File: config.mk
export PLATFORM = sky130hd
export DESIGN_NAME = uart_calc_ctrl
export DESIGN_NICKNAME = d
export VERILOG_FILES = /design/src/rtl/calc_pkg.sv /design/src/rtl/calc_alu.sv /design/src/rtl/uart_calc_ctrl.sv
export SDC_FILE = /design/constraint.sdc
export NUM_CORES = 1
export LEC_CHECK = 0
export ABC_CLOCK_PERIOD_IN_PS = 9200
export BUFFER_PORTS_ARGS = -buffer_cell sky130_fd_sc_hd__buf_2
export CORE_ASPECT_RATIO = 1.5
export CORE_MARGIN = 2
export CORE_UTILIZATION = 45
export DETAILED_ROUTE_END_ITERATION = 12
export GPL_TIMING_DRIVEN = 0
export PLACE_DENSITY_LB_ADDON = 0.2
export REMOVE_ABC_BUFFERS = 1
export SLEW_MARGIN = 10
export SYNTH_ARGS = -nofsm -noshare
export SYNTH_HDL_FRONTEND = slang
export SYNTH_SLANG_ARGS = --single-unit
File: constraint.sdc
create_clock -name clk -period 9.2 [get_ports clk]
set_clock_uncertainty 0.1 [all_clocks]
set_input_delay 1.84 -clock clk [delete_from_list [all_inputs] [get_ports clk]]
set_output_delay 1.84 -clock clk [all_outputs]
set_load 0.05 [all_outputs]
File: src/rtl/calc_pkg.sv
// Shared types and constants for the UART calculator frame controller.
package calc_pkg;

   typedef enum logic [3:0] {
      ST_IDLE     = 4'd0,
      ST_OP_CHK   = 4'd1,
      ST_NAK      = 4'd2,
      ST_NAK_WAIT = 4'd3,
      ST_A_LO     = 4'd4,
      ST_A_HI     = 4'd5,
      ST_ACK      = 4'd6,
      ST_ACK_WAIT = 4'd7,
      ST_B_LO     = 4'd8,
      ST_B_HI     = 4'd9,
      ST_CALC     = 4'd10,
      ST_TX_RES   = 4'd11
   } state_e;

   localparam logic [7:0] OP_ADD   = 8'h00;
   localparam logic [7:0] OP_SUB   = 8'h01;
   localparam logic [7:0] OP_AND   = 8'h02;
   localparam logic [7:0] OP_OR    = 8'h03;

   localparam logic [7:0] ACK_BYTE = 8'h06;
   localparam logic [7:0] NAK_BYTE = 8'h15;

endpackage

File: src/rtl/calc_alu.sv
// Combinational calculator ALU: 17-bit result (bit 16 = carry/borrow) and opcode validity.
module calc_alu
   import calc_pkg::*;
(
   input  logic [7:0]  op_i,
   input  logic [15:0] a_i,
   input  logic [15:0] b_i,
   output logic [16:0] res_o,
   output logic        valid_op_o
);

   always_comb begin
      res_o      = 17'd0;
      valid_op_o = 1'b1;
      case (op_i)
         OP_ADD:  res_o = {1'b0, a_i} + {1'b0, b_i};
         OP_SUB:  res_o = {1'b0, a_i} - {1'b0, b_i};
         OP_AND:  res_o = {1'b0, a_i & b_i};
         OP_OR:   res_o = {1'b0, a_i | b_i};
         default: valid_op_o = 1'b0;
      endcase
   end

endmodule

File: src/rtl/uart_calc_ctrl.sv
// UART calculator frame controller: assembles OP/A/B, computes, replies over UART.
// Optional inter-byte timeout enabled by defining CALC_TIMEOUT_EN.
module uart_calc_ctrl
   import calc_pkg::*;
#(
   parameter int unsigned TIMEOUT_CYCLES = 100_000_000
) (
   input  logic        clk,
   input  logic        reset,
   input  logic [7:0]  rx_data,
   input  logic        rx_ready,
   input  logic        tx_busy,
   output logic [7:0]  tx_data,
   output logic        tx_start,
   output logic [3:0]  state,
   output logic [15:0] a,
   output logic [15:0] b,
   output logic [16:0] res,
   output logic        frame_done
);

   state_e      state_q, state_d;
   logic [7:0]  op_q, op_d;
   logic [15:0] a_q, a_d, b_q, b_d;
   logic [16:0] res_q, res_d;
   logic [7:0]  tx_data_q, tx_data_d;
   logic        tx_start_q, tx_start_d;
   logic        frame_done_q, frame_done_d;
   logic [1:0]  idx_q, idx_d;
   logic        wait_q, wait_d;
   logic [16:0] alu_res;
   logic        alu_valid;
   logic        tmo_hit;

   calc_alu u_alu (
      .op_i       (op_q),
      .a_i        (a_q),
      .b_i        (b_q),
      .res_o      (alu_res),
      .valid_op_o (alu_valid)
   );

`ifdef CALC_TIMEOUT_EN
   logic [26:0] tmo_q, tmo_d;
   logic        tmo_run;

   always_comb begin
      tmo_run = (state_q == ST_A_LO) || (state_q == ST_A_HI) ||
                (state_q == ST_B_LO) || (state_q == ST_B_HI);
      tmo_hit = tmo_run && (tmo_q == 27'(TIMEOUT_CYCLES));
      tmo_d   = tmo_q + 27'd1;
      if (!tmo_run || rx_ready || (state_d != state_q)) tmo_d = 27'd0;
   end

   always_ff @(posedge clk) begin
      if (reset) tmo_q <= 27'd0;
      else       tmo_q <= tmo_d;
   end
`else
   logic unused_tmo;
   assign unused_tmo = ^TIMEOUT_CYCLES;
   assign tmo_hit    = 1'b0;
`endif

   // Wait states ignore tx_busy while our own start pulse is still out, since the
   // transmitter only raises busy in the cycle after it sees tx_start.
   always_comb begin
      state_d      = state_q;
      op_d         = op_q;
      a_d          = a_q;
      b_d          = b_q;
      res_d        = res_q;
      tx_data_d    = tx_data_q;
      tx_start_d   = 1'b0;
      frame_done_d = 1'b0;
      idx_d        = idx_q;
      wait_d       = wait_q;
      case (state_q)
         ST_IDLE: if (rx_ready) begin
            op_d    = rx_data;
            state_d = ST_OP_CHK;
         end
         ST_OP_CHK: if (alu_valid) begin
            a_d     = 16'd0;
            b_d     = 16'd0;
            state_d = ST_A_LO;
         end else begin
            state_d = ST_NAK;
         end
         ST_NAK: if (!tx_busy) begin
            tx_start_d = 1'b1;
            tx_data_d  = NAK_BYTE;
            state_d    = ST_NAK_WAIT;
         end
         ST_NAK_WAIT: if (!tx_busy && !tx_start_q) state_d = ST_IDLE;
         ST_A_LO: if (rx_ready) begin
            a_d[7:0] = rx_data;
            state_d  = ST_A_HI;
         end
         ST_A_HI: if (rx_ready) begin
            a_d[15:8] = rx_data;
            state_d   = ST_ACK;
         end
         ST_ACK: if (!tx_busy) begin
            tx_start_d = 1'b1;
            tx_data_d  = ACK_BYTE;
            state_d    = ST_ACK_WAIT;
         end
         ST_ACK_WAIT: if (!tx_busy && !tx_start_q) state_d = ST_B_LO;
         ST_B_LO: if (rx_ready) begin
            b_d[7:0] = rx_data;
            state_d  = ST_B_HI;
         end
         ST_B_HI: if (rx_ready) begin
            b_d[15:8] = rx_data;
            state_d   = ST_CALC;
         end
         ST_CALC: begin
            res_d   = alu_res;
            idx_d   = 2'd0;
            wait_d  = 1'b0;
            state_d = ST_TX_RES;
         end
         ST_TX_RES: if (wait_q) begin
            if (!tx_busy && !tx_start_q) wait_d = 1'b0;
         end else if (!tx_busy) begin
            tx_start_d = 1'b1;
            case (idx_q)
               2'd0:    tx_data_d = res_q[7:0];
               2'd1:    tx_data_d = res_q[15:8];
               default: tx_data_d = {7'd0, res_q[16]};
            endcase
            wait_d = 1'b1;
            idx_d  = idx_q + 2'd1;
            if (idx_q == 2'd2) begin
               frame_done_d = 1'b1;
               idx_d        = 2'd0;
               wait_d       = 1'b0;
               state_d      = ST_IDLE;
            end
         end
         default: state_d = ST_IDLE;
      endcase
      if (tmo_hit) begin
         a_d     = 16'd0;
         b_d     = 16'd0;
         state_d = ST_NAK;
      end
   end

   always_ff @(posedge clk) begin
      if (reset) begin
         state_q      <= ST_IDLE;
         op_q         <= 8'd0;
         a_q          <= 16'd0;
         b_q          <= 16'd0;
         res_q        <= 17'd0;
         tx_data_q    <= 8'd0;
         tx_start_q   <= 1'b0;
         frame_done_q <= 1'b0;
         idx_q        <= 2'd0;
         wait_q       <= 1'b0;
      end else begin
         state_q      <= state_d;
         op_q         <= op_d;
         a_q          <= a_d;
         b_q          <= b_d;
         res_q        <= res_d;
         tx_data_q    <= tx_data_d;
         tx_start_q   <= tx_start_d;
         frame_done_q <= frame_done_d;
         idx_q        <= idx_d;
         wait_q       <= wait_d;
      end
   end

   assign state      = state_q;
   assign a          = a_q;
   assign b          = b_q;
   assign res        = res_q;
   assign tx_data    = tx_data_q;
   assign tx_start   = tx_start_q;
   assign frame_done = frame_done_q;

endmodule

After elaboration in Yosys (flattened, before gate mapping)
Index checks and enable logic that the tools add are counted.
{"block": "classes", "n_addsub": 3, "eq_ne": 29, "muxes": 41, "bitwise": 3, "reduce_logical": 23}
{"cell": "8-bit case mux with 2 select lines", "count": 5}
{"cell": "17-bit case mux with 4 select lines", "count": 1}
{"cell": "4-bit two-way mux", "count": 12}
{"cell": "4-bit case mux with 12 select lines", "count": 1}
{"cell": "8-bit two-way mux", "count": 5}
{"cell": "2-bit inequality test (second input constant)", "count": 13}
{"cell": "8-bit case mux with 3 select lines", "count": 1}
{"cell": "16-bit by 16-bit adder with 17-bit output", "count": 1}
{"cell": "16-bit by 16-bit subtractor with 17-bit output", "count": 1}
{"cell": "16-bit bitwise AND", "count": 1}
{"cell": "4-bit by 3-bit == test with 1-bit output (second input constant)", "count": 4}
{"cell": "4-bit == test (second input constant)", "count": 4}
{"cell": "8-bit by 2-bit == test with 1-bit output (second input constant)", "count": 2}
{"cell": "16-bit two-way mux", "count": 1}
{"cell": "16-bit OR", "count": 1}
{"cell": "3-bit AND reduction", "count": 5}
{"cell": "12-bit AND reduction", "count": 1}
{"cell": "2-bit nonzero test", "count": 5}
{"cell": "4-bit by 2-bit == test with 1-bit output (second input constant)", "count": 2}
{"cell": "8-bit by 1-bit == test with 1-bit output (second input constant)", "count": 1}
{"cell": "8-bit zero test", "count": 1}
{"cell": "1-bit two-way mux", "count": 8}
{"cell": "4-bit OR reduction", "count": 2}
{"cell": "2-bit two-way mux", "count": 3}
{"cell": "16 further kinds", "count": 18}
{"block": "word_totals", "ff_bits": 74, "input_bits": 12, "word_cells": 111}

Logic depth before layout (Yosys ltp)
Gate-level depths: netlist of the first run.
{"block": "logic_depth", "depth_word": 5, "depth_mapped": 15, "ltp_nobuf": 14}

Cells and area by module
Synthesis of the first run repeated with hierarchy kept, for this count alone.
{"block": "unflattened", "hier_cells": 567, "hier_area_um2": 4553.1}
{"mod": "uart_calc_ctrl", "instances": 1, "cells_each": 334, "area_each_um2": 3004.1, "seq_area_each_um2": 1481.4}
{"mod": "calc_alu", "instances": 1, "cells_each": 233, "area_each_um2": 1549.0, "seq_area_each_um2": 0.0}

Least setup slack after synthesis of the first run
OpenSTA, ideal clock, no wires.
{"block": "synth_path", "path_type": "reg2reg", "start": "register b_q[0], in the netlist b[0]", "end": "register res_q[13], in the netlist res[13]", "setup_time_ps": 125, "arrival_ps": 3348, "path_slack_ps": 5627, "stages_incl_launch_ff": 15, "path_buffers": 1, "synth_period_minus_slack_ps": 3573, "cell_sequence": "dfxtp_1 > inv_1 > ha_1 > or4b_1 > or3_4 > or2_4 > o21ai_0 > xor2_1 > ha_1 > clkbuf_1 > a21oi_1 > o21ai_0 > nor3b_1 > a311oi_1 > nand3_1"}
{"block": "synth_between", "elab_chain_len": 2, "word_cells_on_any_way": 3, "classes_between": "2 x add/sub; 1 x mux"}
{"item": "start, declared", "line_no": "uart_calc_ctrl.sv:24", "text": "logic [15:0] a_q, a_d, b_q, b_d;"}
{"item": "start signal, assigned", "line_no": "uart_calc_ctrl.sv:156", "text": "b_q <= 16'd0;"}
{"item": "start signal, assigned", "line_no": "uart_calc_ctrl.sv:167", "text": "b_q <= b_d;"}
{"item": "16-bit by 16-bit subtractor with 17-bit output or 16-bit by 16-bit adder with 17-bit output (tied branches)", "line_no": "calc_alu.sv:17, calc_alu.sv:16"}
{"item": "17-bit case mux with 4 select lines *", "line_no": "calc_alu.sv:15", "text": "case (op_i)"}
{"item": "end signal, assigned", "line_no": "uart_calc_ctrl.sv:168", "text": "res_q <= res_d;"}
{"item": "end, declared", "line_no": "uart_calc_ctrl.sv:25", "text": "logic [16:0] res_q, res_d;"}
Every way passes the cells marked *; elsewhere a longest branch is shown, timed or not.
A chain may end at the register's enable or synchronous reset.

Worst setup path in the final report of the first run
{"block": "layout_path", "start": "register op_q[7]", "end": "register res_q[9], in the netlist res[9]"}
{"block": "layout_between", "elab_chain_len": 2, "word_cells_on_any_way": 5, "classes_between": "3 x eq/ne; 1 x mux; 1 x reduce/logical"}
{"item": "start, declared", "line_no": "uart_calc_ctrl.sv:23", "text": "logic [7:0] op_q, op_d;"}
{"item": "start signal, assigned", "line_no": "uart_calc_ctrl.sv:165", "text": "op_q <= op_d;"}
{"item": "8-bit by 2-bit == test with 1-bit output, or another cell as far along", "line_no": "calc_alu.sv:15"}
{"item": "17-bit case mux with 4 select lines *", "line_no": "calc_alu.sv:15"}
Marked as above.

==> results of run 1 <==
-- Yosys cell counts, drive strengths merged (4+ instances only) --
library cell | n | share of area
a31oi | 8 | 0.011
nor2 | 65 | 0.055
nor2b | 4 | 0.0055
o21ai | 39 | 0.043
a22oi | 22 | 0.036
a211oi | 4 | 0.0076
inv | 14 | 0.011
a21o | 5 | 0.0082
a21oi | 67 | 0.073
o2111ai | 5 | 0.0095
clkbuf | 31 | 0.025
mux2 | 7 | 0.017
buf | 4 | 0.0038
dfxtp | 74 | 0.32
maj3 | 4 | 0.0087
ha | 19 | 0.052
xor2 | 11 | 0.021
o22ai | 4 | 0.0055
nand3b | 6 | 0.0098
nand2 | 47 | 0.039
o21a | 4 | 0.0065
nand4 | 12 | 0.016
nand2b | 10 | 0.014
xnor2 | 13 | 0.025
and3 | 4 | 0.0055
nor3 | 11 | 0.014
mux2i | 16 | 0.035
nand3 | 25 | 0.027
or3 | 8 | 0.012
a311oi | 4 | 0.0076
-- layout by cell type, fill, tap and decap left out, types with 5 or more instances in the layout --
cell | netlist | final
a31oi_1 | 8 | 8
nand3b_1 | 6 | 6
inv_1 | 14 | 14
xnor2_1 | 13 | 13
o2111ai_1 | 5 | 5
mux2_2 | 7 | 7
clkbuf_16 | 0 | 9
dfxtp_1 | 74 | 74
a22oi_1 | 22 | 22
a21oi_1 | 67 | 67
nand2b_1 | 10 | 10
or3_1 | 7 | 7
xor2_1 | 11 | 11
nand3_1 | 25 | 25
nor2_1 | 64 | 64
nand2_1 | 46 | 46
buf_2 | 2 | 74
mux2i_1 | 16 | 16
o21ai_0 | 36 | 36
ha_1 | 19 | 19
nor3_1 | 10 | 10
nand4_1 | 12 | 12
a21o_1 | 5 | 5
-- worst max-delay path, stage by stage, from the launching register on --
cell       delay (ns)
dfxtp_1          0.31
or4_4            0.55
nor3_4           0.46
nand3_1          0.56
a21oi_1          0.51
ha_1             0.29
nor2b_1          0.14
o2111ai_1        0.29
a31oi_1          0.22
nor3_1           0.37
xnor2_1          0.18
o22ai_1          0.10
-- power by group --
part | switching (mW) | leakage (nW) | internal [mW]
Clock | 0.148 | 0.132 | 0.184
Sequential | 0.0295 | 0.598 | 0.333
Combinational | 0.133 | 1.43 | 0.0676
Total | 0.311 | 2.16 | 0.585
-- sequential cells by signal, indices dropped and copies added, names as in the netlist --
| signal | cells |
|---|---|
| tx_start | 1 |
| tx_data | 8 |
| frame_done | 1 |
| a | 16 |
| wait_q | 1 |
| op_q | 8 |
| idx_q | 2 |
| b | 16 |
| res | 17 |
| state | 4 |
-- how the worst max path moves through the flow --
stage,from,end,slack (ns),depth (start not counted)
after floorplan,b[0],res[13],5.71,13
after detailed placement,op_q[7],res[14],5.03,11
after global placement,op_q[7],res[14],5.07,11
after CTS,op_q[7],res[14],5.03,11
after global routing,op_q[7],res[16],4.78,13
final,op_q[7],res[9],4.98,11
-- layout make-up --
type | count | area share
Clock buffer | 9 | 0.0427
Clock inverter | 7 | 0.0104
Inverter | 14 | 0.00997
Multi-Input combinational cell | 460 | 0.554
Sequential cell | 74 | 0.281
Tap cell | 117 | 0.0278
Timing Repair Buffer | 75 | 0.0740
-- metrics by stage --
stage / instance area, sq um / util
global placement: 4970 / 0.496
finish: 5270 / 0.526
global route: 5270 / 0.526
CTS: 5270 / 0.526
detailed placement: 4990 / 0.498
floorplan: 4460 / -
-- routing by layer --
metal  share of wire  up-vias  track usage
met3           0.042       24       0.0425
met1            0.43     2114        0.317
li1                -     2246            -
met4           0.029        0        0.100
met2            0.50      129        0.425
met5               0        -            0
-- kinds of logic (layout without fill, tap and decap cells) --
group | after synthesis | after routing | share of synthesized area
xor+xnor | 24 | 24 | 0.0458
fa+ha+maj | 24 | 24 | 0.0649
mux | 23 | 23 | 0.0521
compound gates | 183 | 183 | 0.251
simple gates | 206 | 206 | 0.223
flops | 74 | 74 | 0.323
buf+inv | 49 | 105 | 0.0406
==> run metrics, run 1 <==
status=complete, no violations; vias per cell=between 5 and 6; CTS tree=built; CORE AREA=roughly 0.01 sq mm; Pwr Density=roughly 170 mW/mm^2; Min-Delay Startpoint=res[3]; Min Clock Period, post-route=about 4.2 ns; largest net degree at the start of global routing=44; sequential element share of the synthesized area=0.323; wire length per cell=18.0 um; Clk Tree Root Cell=clkbuf_16; Worst Max-Slew Pin Slew=roughly 1.1 ns; DR vias=4,513; Post-Syn Instances=583; fin cells=between 700 and 800; R2R Path Start=op_q[7]; initial antenna violation count=0; CP Launch Type=register; Crit path required time=about 9.3 ns; Synth Register Bits=74; dpl hpwl=10,400 um; # IOs=75; setup bufs post-CTS=0; IO buf count=between 70 and 80; layout cells sized above 1=0.167; cts hold-fix bufs=0; Die Y=roughly 130 um; peak supply drop=around 0.00011 V; row cnt=45; final WL=13,600 um; Worst EP arrival=4.34 ns; TritonCTS buffer count=9; fmax=237 MHz; first-pass GRT wire length=roughly 22,000 um; post-cts sizing count=0; fin crit share=0.459; Synth Flop Type=dfxtp_1; hold crit path type=register to register; register area=0.00148 sq mm; Initial Util=0.458; Syn Std Cell Area=approximately 0.0046 sq mm; gr usage total=0.252; CP max FO=14; setup ws final=between 4 and 5 ns; ant diodes=0; Final Hold Fails=0; Post-Syn Area per Cell=roughly 7.9 sq um; TritonRoute pass-1 iters=5; Min-Delay Path Depth=2; RSZ-0062 raised after global routing=false; H-Tree Level Count=3; DRC Markers=0; Design Power=roughly 0.9 mW; hold_ws=a little under 0.4 ns; pre-CTS WS=~5 ns; Distinct cells, synth=60; Hold EP=res[3]; Final setup viols=0; CTS Buffer Depth=2; clock transition at the registers of the reported paths=about 0.06 ns; Max Cap Viol=0; crit path kind=register to register; R2R setup slack=approximately 5 ns; Reg2Reg Depth=11; relative slew slack=0.246; nets=between 600 and 700; placed cells=740; Die Wd=around 86 um; Slew Viols, Final=0; Critical Path Sink Type=register; Initial DRC Count=319; area grow syn2layout=14.9%; Multi-input gate area=just under 0.003 sq mm; gp weighted congestion=~0.9; Leak Pwr=approximately 2.2 nW; die area=between 0.01 and 0.015 sq mm; FILL cells=a little over 1k; final antenna-violating net count=0; vias in the first global route=between 4k and 5k; Skew-Pair Late Insertion Delay=approximately 0.35 ns; Post-synth EDFFs=0; FF-to-FF End=res[9]; total congestion overflow=0; Yosys warnings=0; fraction of registers with async set/reset=0; Total Neg Setup Slack=0 ns; clock sink count=74
(Power assumes the default switching activity.)
==> run 2, diff against run 1 <==
- ABC_AREA: not set -> 1
- ABC_CLOCK_PERIOD_IN_PS: 9200 -> 3700
- clock period: 9.2 -> 3.7 ns (I/O delays scaled with it)
==> run 2 against run 1 <==
Against the previous run:
- synthesized area rose by 7.1%
- first-iteration DRC count fell by 0.63%
- global-route usage rose by 1.3 points
- sequential share of layout area fell by 2.1 points
==> run metrics, run 2 <==
cell accounting for the most synthesized area=dfxtp_1; main combinational cell family by area after synthesis=simple AND/OR/NAND/NOR gates; Die Y=approximately 130 um; clock transition at the registers of the reported paths=approximately 0.060 ns; critical path's slowest cell=dfxtp_1; R2R setup slack=slightly below 0.5 ns; Critical Path Sink Type=register; Total Neg Setup Slack=0 ns; total congestion overflow=0; largest net degree at the start of global routing=40; Post-DP Area=0.00536 sq mm; FF-to-FF End=res[15]; Post-Synth Simple-Gate Area=0.341; commonest non-fill, non-tap cell in the layout=nand2_1; R2R Path Start=b[0]; final antenna-violating net count=0; initial antenna violation count=0; most used cell, CP=nand2_1; fmax=around 310 MHz; XOR/XNOR Fraction of Synth Area=0.0250; sequential element share of the synthesized area=0.302; relative slew slack=0.291; Die Wd=89.3 um; Area contributors post-synth=dfxtp_1, nand2_1, a21oi_1, inv_1, nor2_1; dpl hpwl=11,900 um; DR vias=around 5.3k; vias in the first global route=around 5k; critical-path cell list=inv_1 > ha_1 > nand2_1 > nor3_2 > nand3_1 > o21ai_2 > o21ai_0 > xor2_1 > ha_1 > nand2_1 > inv_1 > nand2_1 > nand2_1 > a21oi_1 > nand2_1 > nand2_1 > nand3_1 > nand2_1 > nand2_1 > a21oi_1; end of the critical path=res[15]; top cell types by occurrence after synthesis=nand2_1, inv_1, nor2_1; Synth Flop Type=dfxtp_1; Initial DRC Count=317; Distinct cells, synth=40; Initial Util=0.464; # IOs=75; gr usage total=0.265; setup bufs post-CTS=0; Worst EP arrival=about 3.4 ns; Post-Syn Area per Cell=roughly 6.3 sq um; Max Cap Viol=0; first-pass GRT wire length=24,400 um; CORE AREA=0.0106 sq mm; fraction of registers with async set/reset=0; max reg flops=17; gp weighted congestion=a little over 0.9; H-Tree Level Count=3; Skew-Pair Late Insertion Delay=0.33 ns; nets=876; pre-CTS WS=between 0.015 and 0.02 ns; IO buf count=74; adder-cell area share of the yosys netlist=0.0525; Yosys warnings=0; register area=~0.0015 sq mm; fin crit share=0.867; Crit path required time=about 3.9 ns; CTS Buffer Depth=2; CTS tree=built; status=complete, no violations; layout cells sized above 1=0.159; Syn Std Cell Area=~0.005 sq mm; CP Launch Type=register; Synth Register Bits=74; RSZ-0062 raised after global routing=false; Multi-input gate area=0.00291 sq mm; Reg2Reg Depth=20; Post-Syn Instances=between 700 and 800; Clk Tree Root Cell=clkbuf_16; vias per cell=roughly 5.4; die area=0.0118 sq mm; final WL=about 15,000 um; Compound-Gate Fraction of Synth Area=0.171; wire length per cell=about 15 um; FILL cells=between 1k and 1.5k; row cnt=46; TritonRoute pass-1 iters=5; Worst Max-Slew Pin Slew=around 1.1 ns; Min Clock Period, post-route=~3.2 ns; setup ws final=around 0.49 ns; post-synth top area share=0.302; post-route cell area=around 0.0057 sq mm; Slew Viols, Final=0; DRC Markers=0; TritonCTS buffer count=9; most common cell in the synthesized netlist=nand2_1; clock sink count=74; crit-path max cell delay=roughly 0.35 ns; mux cell area share after synthesis=0; most frequent cells in the layout=nand2_1, inv_1, nor2_1; area grow syn2layout=16.1%; crit path kind=register to register; Final Hold Fails=0; worst setup path startpoint=b[0]; Post-synth EDFFs=0; Final setup viols=0; hold crit path type=register to register; CP max FO=5; ant diodes=0
-- run 2: worst min path at each step --
stage,start,end,cells after the start
6_report,tx_data[6],tx_data[6],2
5_1_grt,tx_data[7],tx_data[7],2
4_1_cts,tx_data[6],tx_data[6],2
3_5_place_dp,tx_data[6],tx_data[6],2
3_3_place_gp,tx_data[6],tx_data[6],2
2_1_floorplan,op_q[7],op_q[7],2
-- run 2: through the flow --
| step | hold WS, ns | std cells | util |
|---|---|---|---|
| 2_1_floorplan | 0.349 | 759 | - |
| 3_3_place_gp | 0.351 | 977 | 0.506 |
| 3_5_place_dp | 0.360 | 977 | 0.506 |
| 4_1_cts | 0.369 | 993 | 0.538 |
| 5_1_grt | 0.389 | 993 | 0.539 |
| 6_report | 0.366 | 993 | 0.539 |
-- run 2: repair_timing --
| item | CTS | global route |
|---|---|---|
| endpoints found under the hold margin | 0 | 0 |
| resized for setup | 1 | 2 |
| pin swaps | 0 | 0 |
| hold buffers | 0 | 0 |
| cloned | 0 | 0 |
| endpoints found under the setup margin | 1 | 3 |
-- run 2: cell type report --
class / count / share of cell area
Inverter: 116 / 0.0763
Clock inverter: 6 / 0.0156
Tap cell: 144 / 0.0316
Clock buffer: 10 / 0.0419
Multi-Input combinational cell: 569 / 0.510
Sequential cell: 74 / 0.260
Timing Repair Buffer: 74 / 0.0649
-- run 2: critical path: cells and delay by family (launching register included) --
kind | cells | cell delay [ns]
AO/OA/AOI/OAI | 4 | 0.60
XOR/XNOR | 1 | 0.23
adder cells (fa/ha/maj) | 2 | 0.52
buffers and inverters | 2 | 0.20
flip-flops | 1 | 0.35
AND/OR/NAND/NOR | 11 | 1.13
-- run 2: cell families after synthesis --
family | Yosys count
AO/OA/AOI/OAI | 159
XOR/XNOR | 14
flip-flops | 74
buffers and inverters | 136
adder cells (fa/ha/maj) | 20
AND/OR/NAND/NOR | 376
-- run 2: metal layers --
layer	up-vias	GRT usage	routed length [um]
met2	199	0.471	7840
met1	2458	0.304	6030
li1	2644	-	-
met3	41	0.0413	811
met5	-	0	0
met4	0	0.108	639
Power of run 2 is not shown: default switching activity piles up to over one toggle a cycle in this logic, so the estimate is an artifact.
